$ cat src/rtl/rf_arb_pkg.sv
// Shared types and defaults for the register-file write arbiter slice.
package rf_arb_pkg;

    localparam int unsigned DEFAULT_WIDTH      = 32;
    localparam int unsigned DEFAULT_ADDR_WIDTH = 5;
    localparam int unsigned DEFAULT_NUM        = 32;
    localparam int unsigned CNT_W              = 4;

    localparam logic [DEFAULT_ADDR_WIDTH-1:0] REG_ZERO = '0;

    typedef enum logic {
        WB_PRI    = 1'b0,
        ASYNC_PRI = 1'b1
    } arb_mode_e;

endpackage

$ cat src/rtl/rf_pending_table.sv
// Outstanding long-latency destination bitmap with protocol-error tracking
// and the ID-stage read-hazard compare.
module rf_pending_table
    import rf_arb_pkg::*;
#(
    parameter int unsigned ADDR_WIDTH = DEFAULT_ADDR_WIDTH,
    parameter int unsigned NUM        = DEFAULT_NUM
) (
    input  logic                  clk,
    input  logic                  rst_n,
    input  logic                  i_issue,
    input  logic [ADDR_WIDTH-1:0] i_issue_addr,
    input  logic                  i_grant,
    input  logic [ADDR_WIDTH-1:0] i_grant_addr,
    input  logic                  i_wb_we,
    input  logic [ADDR_WIDTH-1:0] i_wb_addr,
    input  logic [ADDR_WIDTH-1:0] i_rs_addr,
    input  logic [ADDR_WIDTH-1:0] i_rt_addr,
    output logic [NUM-1:0]        o_pending,
    output logic                  o_pend_err,
    output logic                  o_hazard_stall
);

    logic [NUM-1:0] r_pending;
    logic           r_pend_err;
    logic [NUM-1:0] w_set_mask;
    logic [NUM-1:0] w_clr_mask;
    logic           w_issue_nz;
    logic           w_grant_nz;
    logic           w_err;
    logic           w_rs_haz;
    logic           w_rt_haz;

    assign w_issue_nz = i_issue && (i_issue_addr != ADDR_WIDTH'(REG_ZERO));
    assign w_grant_nz = i_grant && (i_grant_addr != ADDR_WIDTH'(REG_ZERO));

    always_comb begin
        w_set_mask = '0;
        w_clr_mask = '0;
        if (w_issue_nz) w_set_mask = NUM'(1) << i_issue_addr;
        if (w_grant_nz) w_clr_mask = NUM'(1) << i_grant_addr;
    end

    // Re-issue is only legal when the same address retires in this cycle.
    always_comb begin
        w_err = 1'b0;
        if (w_issue_nz && r_pending[i_issue_addr] &&
            !(i_grant && (i_grant_addr == i_issue_addr)))
            w_err = 1'b1;
        if (w_grant_nz && !r_pending[i_grant_addr])
            w_err = 1'b1;
        if (i_wb_we && r_pending[i_wb_addr])
            w_err = 1'b1;
    end

    // Set wins over clear on the same address.
    always_ff @(posedge clk or negedge rst_n) begin
        if (!rst_n) begin
            r_pending  <= '0;
            r_pend_err <= 1'b0;
        end else begin
            r_pending  <= (r_pending & ~w_clr_mask) | w_set_mask;
            r_pend_err <= r_pend_err | w_err;
        end
    end

    // A grant in this cycle is bypassed by the register file, so no stall.
    assign w_rs_haz = r_pending[i_rs_addr] && (i_rs_addr != ADDR_WIDTH'(REG_ZERO)) &&
                      !(i_grant && (i_grant_addr == i_rs_addr));
    assign w_rt_haz = r_pending[i_rt_addr] && (i_rt_addr != ADDR_WIDTH'(REG_ZERO)) &&
                      !(i_grant && (i_grant_addr == i_rt_addr));

    assign o_pending      = r_pending;
    assign o_pend_err     = r_pend_err;
    assign o_hazard_stall = w_rs_haz || w_rt_haz;

endmodule

$ cat src/rtl/rf_write_arbiter.sv
// Arbitrates the register-file write port between WB and the long-latency
// result source, with a starvation guard that forces one async grant.
module rf_write_arbiter
    import rf_arb_pkg::*;
#(
    parameter int unsigned WIDTH        = DEFAULT_WIDTH,
    parameter int unsigned ADDR_WIDTH   = DEFAULT_ADDR_WIDTH,
    parameter int unsigned NUM          = DEFAULT_NUM,
    parameter int unsigned STARVE_LIMIT = 4
) (
    input  logic                  clk,
    input  logic                  rst_n,
    input  logic                  i_wb_we,
    input  logic [ADDR_WIDTH-1:0] i_wb_addr,
    input  logic [WIDTH-1:0]      i_wb_data,
    output logic                  o_wb_hold,
    input  logic                  i_async_issue,
    input  logic [ADDR_WIDTH-1:0] i_async_issue_addr,
    input  logic                  i_async_valid,
    input  logic [ADDR_WIDTH-1:0] i_async_addr,
    input  logic [WIDTH-1:0]      i_async_data,
    output logic                  o_async_ready,
    output logic                  o_rf_we,
    output logic [ADDR_WIDTH-1:0] o_rf_waddr,
    output logic [WIDTH-1:0]      o_rf_wdata,
    input  logic [ADDR_WIDTH-1:0] i_rs_addr,
    input  logic [ADDR_WIDTH-1:0] i_rt_addr,
    output logic                  o_hazard_stall,
    output logic [NUM-1:0]        o_pending,
    output logic                  o_pend_err
);

    arb_mode_e        r_mode;
    arb_mode_e        w_mode_next;
    logic [CNT_W-1:0] r_cnt;
    logic [CNT_W-1:0] w_cnt_next;
    logic             w_wb_win;
    logic             w_async_win;
    logic             w_blocked;

    // State register
    always_ff @(posedge clk or negedge rst_n) begin
        if (!rst_n) begin
            r_mode <= WB_PRI;
            r_cnt  <= '0;
        end else begin
            r_mode <= w_mode_next;
            r_cnt  <= w_cnt_next;
        end
    end

    assign w_blocked = i_async_valid && !w_async_win;

    // Next state: the mode flips on the same edge the counter reaches the limit.
    always_comb begin
        w_mode_next = r_mode;
        w_cnt_next  = w_blocked ? r_cnt + CNT_W'(1) : '0;
        case (r_mode)
            WB_PRI: begin
                if (w_blocked && (r_cnt >= CNT_W'(STARVE_LIMIT - 1)))
                    w_mode_next = ASYNC_PRI;
            end
            ASYNC_PRI: begin
                if (w_async_win || !i_async_valid)
                    w_mode_next = WB_PRI;
            end
            default: w_mode_next = WB_PRI;
        endcase
    end

    // Grant and write-port mux
    always_comb begin
        w_wb_win    = 1'b0;
        w_async_win = 1'b0;
        o_wb_hold   = 1'b0;
        o_rf_we     = 1'b0;
        o_rf_waddr  = '0;
        o_rf_wdata  = '0;
        case (r_mode)
            WB_PRI: begin
                w_wb_win    = i_wb_we;
                w_async_win = i_async_valid && !i_wb_we;
            end
            ASYNC_PRI: begin
                w_async_win = i_async_valid;
                o_wb_hold   = i_wb_we;
            end
            default: ;
        endcase
        if (w_wb_win) begin
            o_rf_waddr = i_wb_addr;
            o_rf_wdata = i_wb_data;
        end else if (w_async_win) begin
            o_rf_waddr = i_async_addr;
            o_rf_wdata = i_async_data;
        end
        o_rf_we = (w_wb_win || w_async_win) && (o_rf_waddr != ADDR_WIDTH'(REG_ZERO));
    end

    assign o_async_ready = w_async_win;

    rf_pending_table #(
        .ADDR_WIDTH (ADDR_WIDTH),
        .NUM        (NUM)
    ) u_pending (
        .clk            (clk),
        .rst_n          (rst_n),
        .i_issue        (i_async_issue),
        .i_issue_addr   (i_async_issue_addr),
        .i_grant        (w_async_win),
        .i_grant_addr   (i_async_addr),
        .i_wb_we        (i_wb_we),
        .i_wb_addr      (i_wb_addr),
        .i_rs_addr      (i_rs_addr),
        .i_rt_addr      (i_rt_addr),
        .o_pending      (o_pending),
        .o_pend_err     (o_pend_err),
        .o_hazard_stall (o_hazard_stall)
    );

endmodule

$ cat config.mk
export PLATFORM = sky130hd
export DESIGN_NAME = rf_write_arbiter
export DESIGN_NICKNAME = d
export VERILOG_FILES = /design/src/rtl/rf_arb_pkg.sv /design/src/rtl/rf_pending_table.sv /design/src/rtl/rf_write_arbiter.sv
export SDC_FILE = /design/constraint.sdc
export NUM_CORES = 1
export LEC_CHECK = 0
export ABC_AREA = 1
export CORE_MARGIN = 3
export CORE_UTILIZATION = 40
export DETAILED_ROUTE_END_ITERATION = 6
export PLACE_DENSITY_LB_ADDON = 0.1
export SETUP_SLACK_MARGIN = 0.02
export SLEW_MARGIN = 40
export SYNTH_ARGS = -nofsm -noshare
export SYNTH_HDL_FRONTEND = slang
export SYNTH_HIERARCHICAL = 1
export SYNTH_SLANG_ARGS = --single-unit
$ cat constraint.sdc
create_clock -name clk -period 2.6 [get_ports clk]
set_input_delay 0.26 -clock clk [delete_from_list [all_inputs] [get_ports clk]]
set_output_delay 0.26 -clock clk [all_outputs]
set_load 0.05 [all_outputs]
==> run metrics, run 1 <==
Worst Setup End Kind=output port; Critical R2R Launch=r_mode; CP arrival=roughly 2.1 ns; Post-CTS Resized=0; Hold WC Path Type=primary input to async pin; total gr overflow=0; static leakage=2.761 nW; clock network fraction of design power=0.124; Post-Route WL=about 19000 microns; Comb power frac=0.572; via count=between 5k and 6k; Final #Nets=~900; commonest non-fill, non-tap cells in the layout=173 x nand2_1, 126 x clkdlybuf4s50_1, 98 x o21ai_0; Synth Instances=between 600 and 700; Worst Skew=~0.0064 ns; synthesized cell area=0.003970 sq mm; Sw Ratio=0.5133; DR WL/cell=around 20 microns; Die X=105.6 microns; final setup fails=0; Initial Util=0.4197; number of synthesized flops with an enable pin=0; reg2reg setup slack=0.66 ns; layout cells sized above 1=0.1043; ant diodes=0; RR Endpoint=u_pending/o_pending[19]; Slew headroom=0.6401; fin crit period=between 2 and 2.5 ns; CTS root buffer=clkbuf_8; Main synth FF type=dfrtp_1; detailed-route DRC error count=0; area of the die=between 0.01 and 0.015 sq mm; yosys warns=6; Final Cycle Share=0.9242; slew at the pin with the worst max-slew slack=~0.54 ns; Synth Register Bits=38; sequential power share=0.304; Final Power=around 3.4 mW; sequential-to-total area share from yosys stat=0.2395; starting DRC count in detailed routing=slightly above 600; total CTS buffers=5; global-route wire length before repair=about 28000 microns; Synth Area per Inst=~6.1 sq um; clock latency on the worst-skew pair=about 0.29 ns; Yosys cell types=34; CTS Buffer Depth=2; area grow syn2layout=56.10%; Req. time, crit path=about 2.3 ns; endpoints failing hold=0; setup TNS=0 ns; worst setup path category=primary input to output port; antenna viol nets, final=0; largest net degree at the start of global routing=39; Max-cap violations=0; CP startpoint kind=primary input; biggest area consumer among synthesized cells=dfrtp_1; R2R depth=9; number of global-route vias before repair=approximately 5.1k; initial antenna violation count=0; CTS tree=built; Post-synth ARST share=1.000; num rows=35; IO buf count=~170; RSZ-0062 raised after global routing=no; internal power=between 1.5 and 2 mW; Clk pin slew, worst setup/hold paths=approximately 0.07 ns; switching pwr=between 1.5 and 2 mW; Peak supply drop=around 0.6 mV; IO Count=approximately 170; Slew Viols, Final=0; Critical Path Fanout Max=14; detailed placer's ending HPWL=~14000 microns; RePlAce Congestion=between 1 and 1.5; H-tree depth=2; post-synth top area share=0.2395; Die Ht=approximately 110 microns; gr usage total=0.3191; PwrDens=between 500 and 600 mW/mm^2; outcome=complete, no violations; Syn Nets=between 700 and 800; most common cell after layout, fill and taps aside=nand2_1; clk sinks=38; Core ar.=0.009459 sq mm; Initial DRT Pass Iterations=7; Max Clock Freq=416.2 MHz; vias per cell=approximately 5.8; largest cells by area after synthesis=dfrtp_1 24%, nand2_1 16%, o21ai_0 12%, nand3_1 11%, a22o_1 7.1%
## flip-flops by register name, indices dropped and copies added, names as in the netlist
name	flops
u_pending/o_pending	32
r_cnt	4
r_mode	1
u_pending/o_pend_err	1
## cell usage after synthesis (all sizes together) (7+ instances only)
| cell type | count |
|---|---|
| nand2 | 176 |
| o21ai | 102 |
| nand3 | 87 |
| inv | 63 |
| nor2 | 58 |
| dfrtp | 38 |
| a22o | 32 |
| buf | 30 |
| a21oi | 29 |
| o211ai | 8 |
| o22ai | 8 |
| clkbuf | 7 |
## layer usage
layer,track usage,routed length (microns),part of all wire,up-vias
met1,0.4235,7138,0.39,2532
met3,0.03735,1762,0.095,58
met2,0.5360,9039,0.49,382
met5,0,0,0,-
met4,0.1129,596,0.032,0
li1,-,-,-,2541
## cell families (layout without fill, tap and decap cells)
logic type,after synthesis,count (layout),synth area share
simple gates,328,328,0.3457
compound gates,184,184,0.2773
buf+inv,102,261,0.1276
flops,38,38,0.2395
xor+xnor,3,3,0.006620
fa+ha+maj,1,1,0.003151
## cell type report
class                   count  area [sq um]
clock inverters             2         12.51
repair buffers            188          2230
clock buffers               6         82.58
inverters                  65         247.7
well taps                 129         161.4
fillers                   868          3262
multi-input cells         516          2512
flip-flops and latches     38         950.9
## how the worst max path moves through the flow
stage / depth (start not counted) / from / to / slack, ns
5_1_grt: 11 / i_rt_addr[0] / o_hazard_stall / 0.08
6_report: 11 / i_rt_addr[0] / o_hazard_stall / 0.20
4_1_cts: 11 / i_rt_addr[0] / o_hazard_stall / 0.25
3_5_place_dp: 11 / i_rt_addr[0] / o_hazard_stall / 0.26
3_3_place_gp: 11 / i_rt_addr[0] / o_hazard_stall / 0.28
2_1_floorplan: 6 / r_mode / o_rf_we / 0.50
## power groups by stage
stage | clock, mW | combinational, mW | sequential [mW]
6_report | 0.427 | 1.97 | 1.04
3_5_place_dp | 0 | 1.94 | 1.03
3_3_place_gp | 0 | 1.92 | 1.03
5_1_grt | 0.461 | 2.08 | 1.04
4_1_cts | 0.434 | 1.95 | 1.02
2_1_floorplan | 0 | 0.757 | 1.26
## metrics by stage
step | hold slack, ns | util | area (sq um) | instances | setup slack, ns
after floorplan | -0.03559 | - | 3970 | 656 | 0.5015
after global placement | 0.3954 | 0.6438 | 6090 | 935 | 0.2804
after detailed placement | 0.4016 | 0.6438 | 6090 | 935 | 0.2577
after CTS | 0.08755 | 0.6538 | 6185 | 943 | 0.2469
after global routing | 0.5042 | 0.6552 | 6197 | 944 | 0.07689
final | 0.4651 | 0.6552 | 6197 | 944 | 0.1971
## critical path: stages
cell and delay [ns]:
clkdlybuf4s50_1 0.73, buf_4 0.25, a21oi_1 0.08, o21ai_0 0.10, nand3_1 0.09, nand2_1 0.08, nand2_1 0.05, nand3_1 0.09
nand3_1 0.13, nand2_1 0.14, buf_12 0.14
## what timing repair did
action,4_1_cts,5_1_grt
hold endpoints to repair,0,38
buffers inserted,0,0
hold buffers,0,1
Note: power is estimated with default switching activity, not from simulation.
==> run 2, diff against run 1 <==
Settings changed: RECOVER_POWER set to 50, TNS_END_PERCENT set to 10.
==> run 2 against run 1 <==
- cell area decreased by 0.20%
- highest routed layer unchanged
- sequential share of layout area about the same
- register-to-register slack got worse by 0.06 ns
- worst hold slack improved by 0.00073 ns
- die area unchanged
- clock power about the same
- sequential cell count unchanged
- setup slack got worse by 0.0025 ns
- total power decreased by 0.64%
- largest cell class unchanged
- utilization decreased by 0.13 points
- largest power group unchanged
- count of clock-buffer cells in the layout unchanged
==> run metrics, run 2 (synthesized netlist as in run 1, its figures left out) <==
outcome=complete, no violations; num rows=35; met3 WL=1800 microns; commonest non-fill, non-tap cells in the layout=175 x nand2_1, 110 x clkdlybuf4s50_1, 98 x o21ai_0; Req. time, crit path=about 2.3 ns; CP startpoint kind=primary input; Post-Route WL=roughly 18000 microns; RSZ-0062 raised after global routing=no; Die X=105.6 microns; Post-CTS Resized=0; Die Ht=between 100 and 150 microns; top routing layer used=met4; global-route wire length before repair=27990 microns; slew at the pin with the worst max-slew slack=about 0.95 ns; max reg flops=32; Core ar.=0.009459 sq mm; starting DRC count in detailed routing=slightly below 600; worst setup path category=primary input to output port; detailed-route DRC error count=0; Hold WC Path Type=flop to flop; CP bufs+invs=3; FILL cells=slightly below 900; antenna viol nets, final=0; H-tree depth=2; Critical Path Fanout Max=14; gr usage total=0.3191; area of the multi-input gates=about 0.0025 sq mm; Peak supply drop=0.5912 mV; total gr overflow=0; RePlAce Congestion=1.039; CTS Buffer Depth=2; largest net degree at the start of global routing=39; initial antenna violation count=0; Slew headroom=0.3664; Worst Skew=between 0.006 and 0.007 ns; PwrDens=552.1 mW/mm^2; family with the most delay on the worst path=buffers and inverters; CTS root buffer=clkbuf_8; Final Cycle Share=0.9252; layout cells sized above 1=0.09939; Placed Cells=935; static leakage=2.766 nW; final core occ=0.6538; final setup fails=0; endpoints failing hold=0; Slew Viols, Final=0; detailed placer's ending HPWL=roughly 14000 microns; DR WL/cell=~20 microns; met1 WL=7045 microns; clock latency on the worst-skew pair=0.29 ns; IO Count=between 150 and 200; Post-CTS Setup Bufs=0; number of global-route vias before repair=around 5.1k; Worst Setup End Kind=output port; setup TNS=0 ns; CP Cell Sequence=clkdlybuf4s50_1 -> buf_4 -> a21oi_1 -> o21ai_0 -> nand3_1 -> nand2_1 -> nand2_1 -> nand3_1 -> nand3_1 -> nand2_1 -> buf_12; Initial DRT Pass Iterations=5; Finished Layout Cells=approximately 940; total CTS buffers=5; area grow syn2layout=55.78%; Max-cap violations=0; Post-CTS Hold Buffers=0; met2 WL post-DR=between 9000 and 10000 microns; fin crit period=between 2 and 2.5 ns; IO buf count=~170; Final #Nets=slightly above 900; FF/Latch Area=950.9 sq um; CP max-delay cell=clkdlybuf4s50_1; Clk pin slew, worst setup/hold paths=~0.070 ns; most common cell after layout, fill and taps aside=nand2_1; DP Worst Slack=around 0.26 ns; area of the die=0.01116 sq mm; ant diodes=0; clk sinks=38; vias per cell=just under 6; setup slack after layout=around 0.19 ns; CP arrival=approximately 2.2 ns; via count=about 5.5k; CTS tree=built; Initial Util=0.4197; Max stage delay on crit path=~0.73 ns; Max Clock Freq=roughly 420 MHz
==> run 2: changes by cell type in the layout (fill, tap and decap cells not counted), sizes merged <==
cell | before | now
buf | 61 | 60
clkdlybuf4s50 | 126 | 110
dlygate4sd3 | 1 | 17
clkbuf | 6 | 7
==> run 2: layout make-up <==
type,count,share of cell area
multi-input combinational,516,0.4046
timing repair buffer,188,0.3601
sequential,38,0.1538
inverter,65,0.04006
tap,129,0.02610
clock buffer,6,0.01335
clock inverter,2,0.002023
==> run 2: worst reg2reg max path, delay by kind of cell, from the launching register on <==
kind                   cells  cell delay (ns)
flip-flops                 1             0.43
AND/OR/NAND/NOR            4             0.81
AO/OA/AOI/OAI              2             0.28
buffers and inverters      3             0.35
==> run 2: where the power goes <==
group,leakage (nW),internal (mW),switching (mW)
combinational,2.26,0.739,1.21
clock,0.0472,0.213,0.214
sequential,0.460,0.703,0.339
total,2.77,1.66,1.76
==> run 2: routing by layer <==
| metal | vias up | global-route usage |
|---|---|---|
| li1 | 2541 | - |
| met1 | 2550 | 0.4235 |
| met2 | 386 | 0.5360 |
| met3 | 56 | 0.03735 |
| met4 | 0 | 0.1129 |
| met5 | - | 0 |
==> run 2: final timing paths <==
| path | depth (start not counted) | slack (ns) | start | to |
|---|---|---|---|---|
| setup / recovery | 11 | 0.19 | i_rt_addr[0] | o_hazard_stall |
| hold / removal | 1 | 0.47 | r_cnt[0] | r_cnt[0] |
| setup reg to reg | 9 | 0.60 | r_mode | u_pending/o_pending[23] |
| hold reg to reg | 1 | 0.47 | r_cnt[0] | r_cnt[0] |
| max in group asynchronous | 2 | 1.35 | rst_n | r_cnt[1] |
| min in group asynchronous | 2 | 0.65 | rst_n | u_pending/o_pending[10] |
==> run 2: metrics by stage <==
| step | area [sq um] | hold slack [ns] | total power [mW] |
|---|---|---|---|
| 3_3_place_gp | 6090 | 0.3954 | 2.953 |
| 2_1_floorplan | 3970 | -0.03559 | 2.014 |
| 6_report | 6185 | 0.4658 | 3.415 |
| 3_5_place_dp | 6090 | 0.4016 | 2.974 |
| 4_1_cts | 6185 | 0.08755 | 3.401 |
| 5_1_grt | 6185 | 0.5145 | 3.564 |
==> run 3, diff against run 2 <==
Settings changed: CORE_MARGIN 3 to 4.
==> run 3 against run 2 <==
- setup slack improved by 0.11 ns
- wire length grew 6.3%
- total power is 6.3% higher
==> run metrics, run 3 (synthesized netlist as in run 1, its figures left out) <==
Worst Skew=between 0.004 and 0.005 ns; static leakage=2.763 nW; Max stage delay on crit path=0.87 ns; detailed-route DRC error count=0; initial antenna violation count=0; Post-CTS Setup Bufs=0; CP startpoint kind=primary input; layout cells sized above 1=0.09571; clock latency on the worst-skew pair=around 0.29 ns; CP arrival=just over 2 ns; IO Count=168; Peak supply drop=between 0.6 and 0.7 mV; Final Cycle Share=0.8839; family with the most delay on the worst path=buffers and inverters; outcome=complete, no violations; ant diodes=0; Req. time, crit path=~2.3 ns; largest net degree at the start of global routing=39; CP bufs+invs=3; detailed placer's ending HPWL=14790 microns; total gr overflow=0; fin crit period=~2.3 ns; Worst Setup End Kind=output port; max reg flops=32; RSZ-0062 raised after global routing=no; antenna viol nets, final=0; commonest non-fill, non-tap cells in the layout=176 x nand2_1, 112 x clkdlybuf4s50_1, 99 x o21ai_0; clk sinks=38; CTS root buffer=clkbuf_8; PwrDens=about 590 mW/mm^2; global-route wire length before repair=just under 30000 microns; via count=5588; Max Clock Freq=~440 MHz; Hold WC Path Type=flop to flop; gr usage total=0.3269; Max-cap violations=0; Die X=about 110 microns; slew at the pin with the worst max-slew slack=roughly 0.98 ns; Slew headroom=0.3451; worst setup path category=primary input to output port; DR WL/cell=20.73 microns; CP max-delay cell=dlygate4sd3_1; Clk pin slew, worst setup/hold paths=0.08 ns; area grow syn2layout=55.81%; Initial Util=0.4081; H-tree depth=2; CTS Buffer Depth=2; endpoints failing hold=0; setup TNS=0 ns; final core occ=0.6358; final setup fails=0; Slew Viols, Final=0; number of global-route vias before repair=5181; total CTS buffers=5; starting DRC count in detailed routing=roughly 700; area of the die=~0.012 sq mm; RePlAce Congestion=1.074; CP Cell Sequence=dlygate4sd3_1 -> inv_2 -> o22ai_1 -> a21oi_1 -> nand4_1 -> nand3_1 -> nand2_1 -> buf_12; vias per cell=5.895; Die Ht=107.6 microns; most common cell after layout, fill and taps aside=nand2_1; num rows=36; Critical Path Fanout Max=11; CTS tree=built; Final #Nets=between 900 and 1k; IO buf count=~170; Core ar.=slightly below 0.01 sq mm; Initial DRT Pass Iterations=5; Post-Route WL=19660 microns
run 3: cell types whose count changed in the layout (fill, tap and decap cells not counted), moves of 2 or more:
cell and change:
clkdlybuf4s50_1 +2, bufinv_16 +2, dlygate4sd3_1 -2, clkbuf_1 +3
buf_12 -3
run 3: power by group:
| part | internal, mW | switching (mW) |
|---|---|---|
| Combinational | 0.730 | 1.23 |
| Sequential | 0.702 | 0.349 |
| Clock | 0.385 | 0.234 |
run 3: timing repair:
item | CTS | global route
endpoints found under the hold margin | 0 | 38
hold buffers | 0 | 1
resized for setup | 0 | 0
run 3: through the flow:
stage	hold WS [ns]	std cells	power (mW)	setup slack (ns)	area, sq um
final	0.4847	948	3.631	0.3018	6186
after global routing	0.5260	948	3.767	0.1903	6186
after CTS	0.1004	947	3.618	0.4264	6232
after detailed placement	0.4158	939	3.001	0.4027	6095
after global placement	0.3983	939	2.983	0.4389	6095
after floorplan	-0.03559	656	2.014	0.5015	3970
run 3: tightest hold or removal path, cell delays in order (launching register included):
cell,delay (ns)
dfrtp_1,0.35
a21oi_1,0.05
nand2_1,0.06
run 3: worst paths after layout:
kind,startpoint,to,slack [ns],cells after the start
setup / recovery,i_async_addr[1],o_hazard_stall,0.30,8
hold / removal,u_pending/o_pend_err,u_pending/o_pend_err,0.48,2
setup reg to reg,r_mode,u_pending/o_pending[23],0.62,9
hold reg to reg,u_pending/o_pend_err,u_pending/o_pend_err,0.48,2
max in group asynchronous,rst_n,u_pending/o_pend_err,1.34,2
min in group asynchronous,rst_n,u_pending/o_pending[29],0.65,2
run 3: area by class of cell:
type                    count  area [sq um]
clock buffers               5         68.82
clock inverters             3         68.82
fillers                   916          3543
inverters                  65         247.7
multi-input cells         516          2505
flip-flops and latches     38         950.9
well taps                 133         166.4
repair buffers            188          2178
run 3: layer usage:
layer / routed length (microns) / track usage / share of wire / vias to the layer above
met2: 9369 / 0.5280 / 0.48 / 404
li1: - / - / - / 2539
met4: 668 / 0.1289 / 0.034 / 0
met1: 7556 / 0.4531 / 0.38 / 2594
met5: 0 / 0 / 0 / -
met3: 2062 / 0.02519 / 0.10 / 51
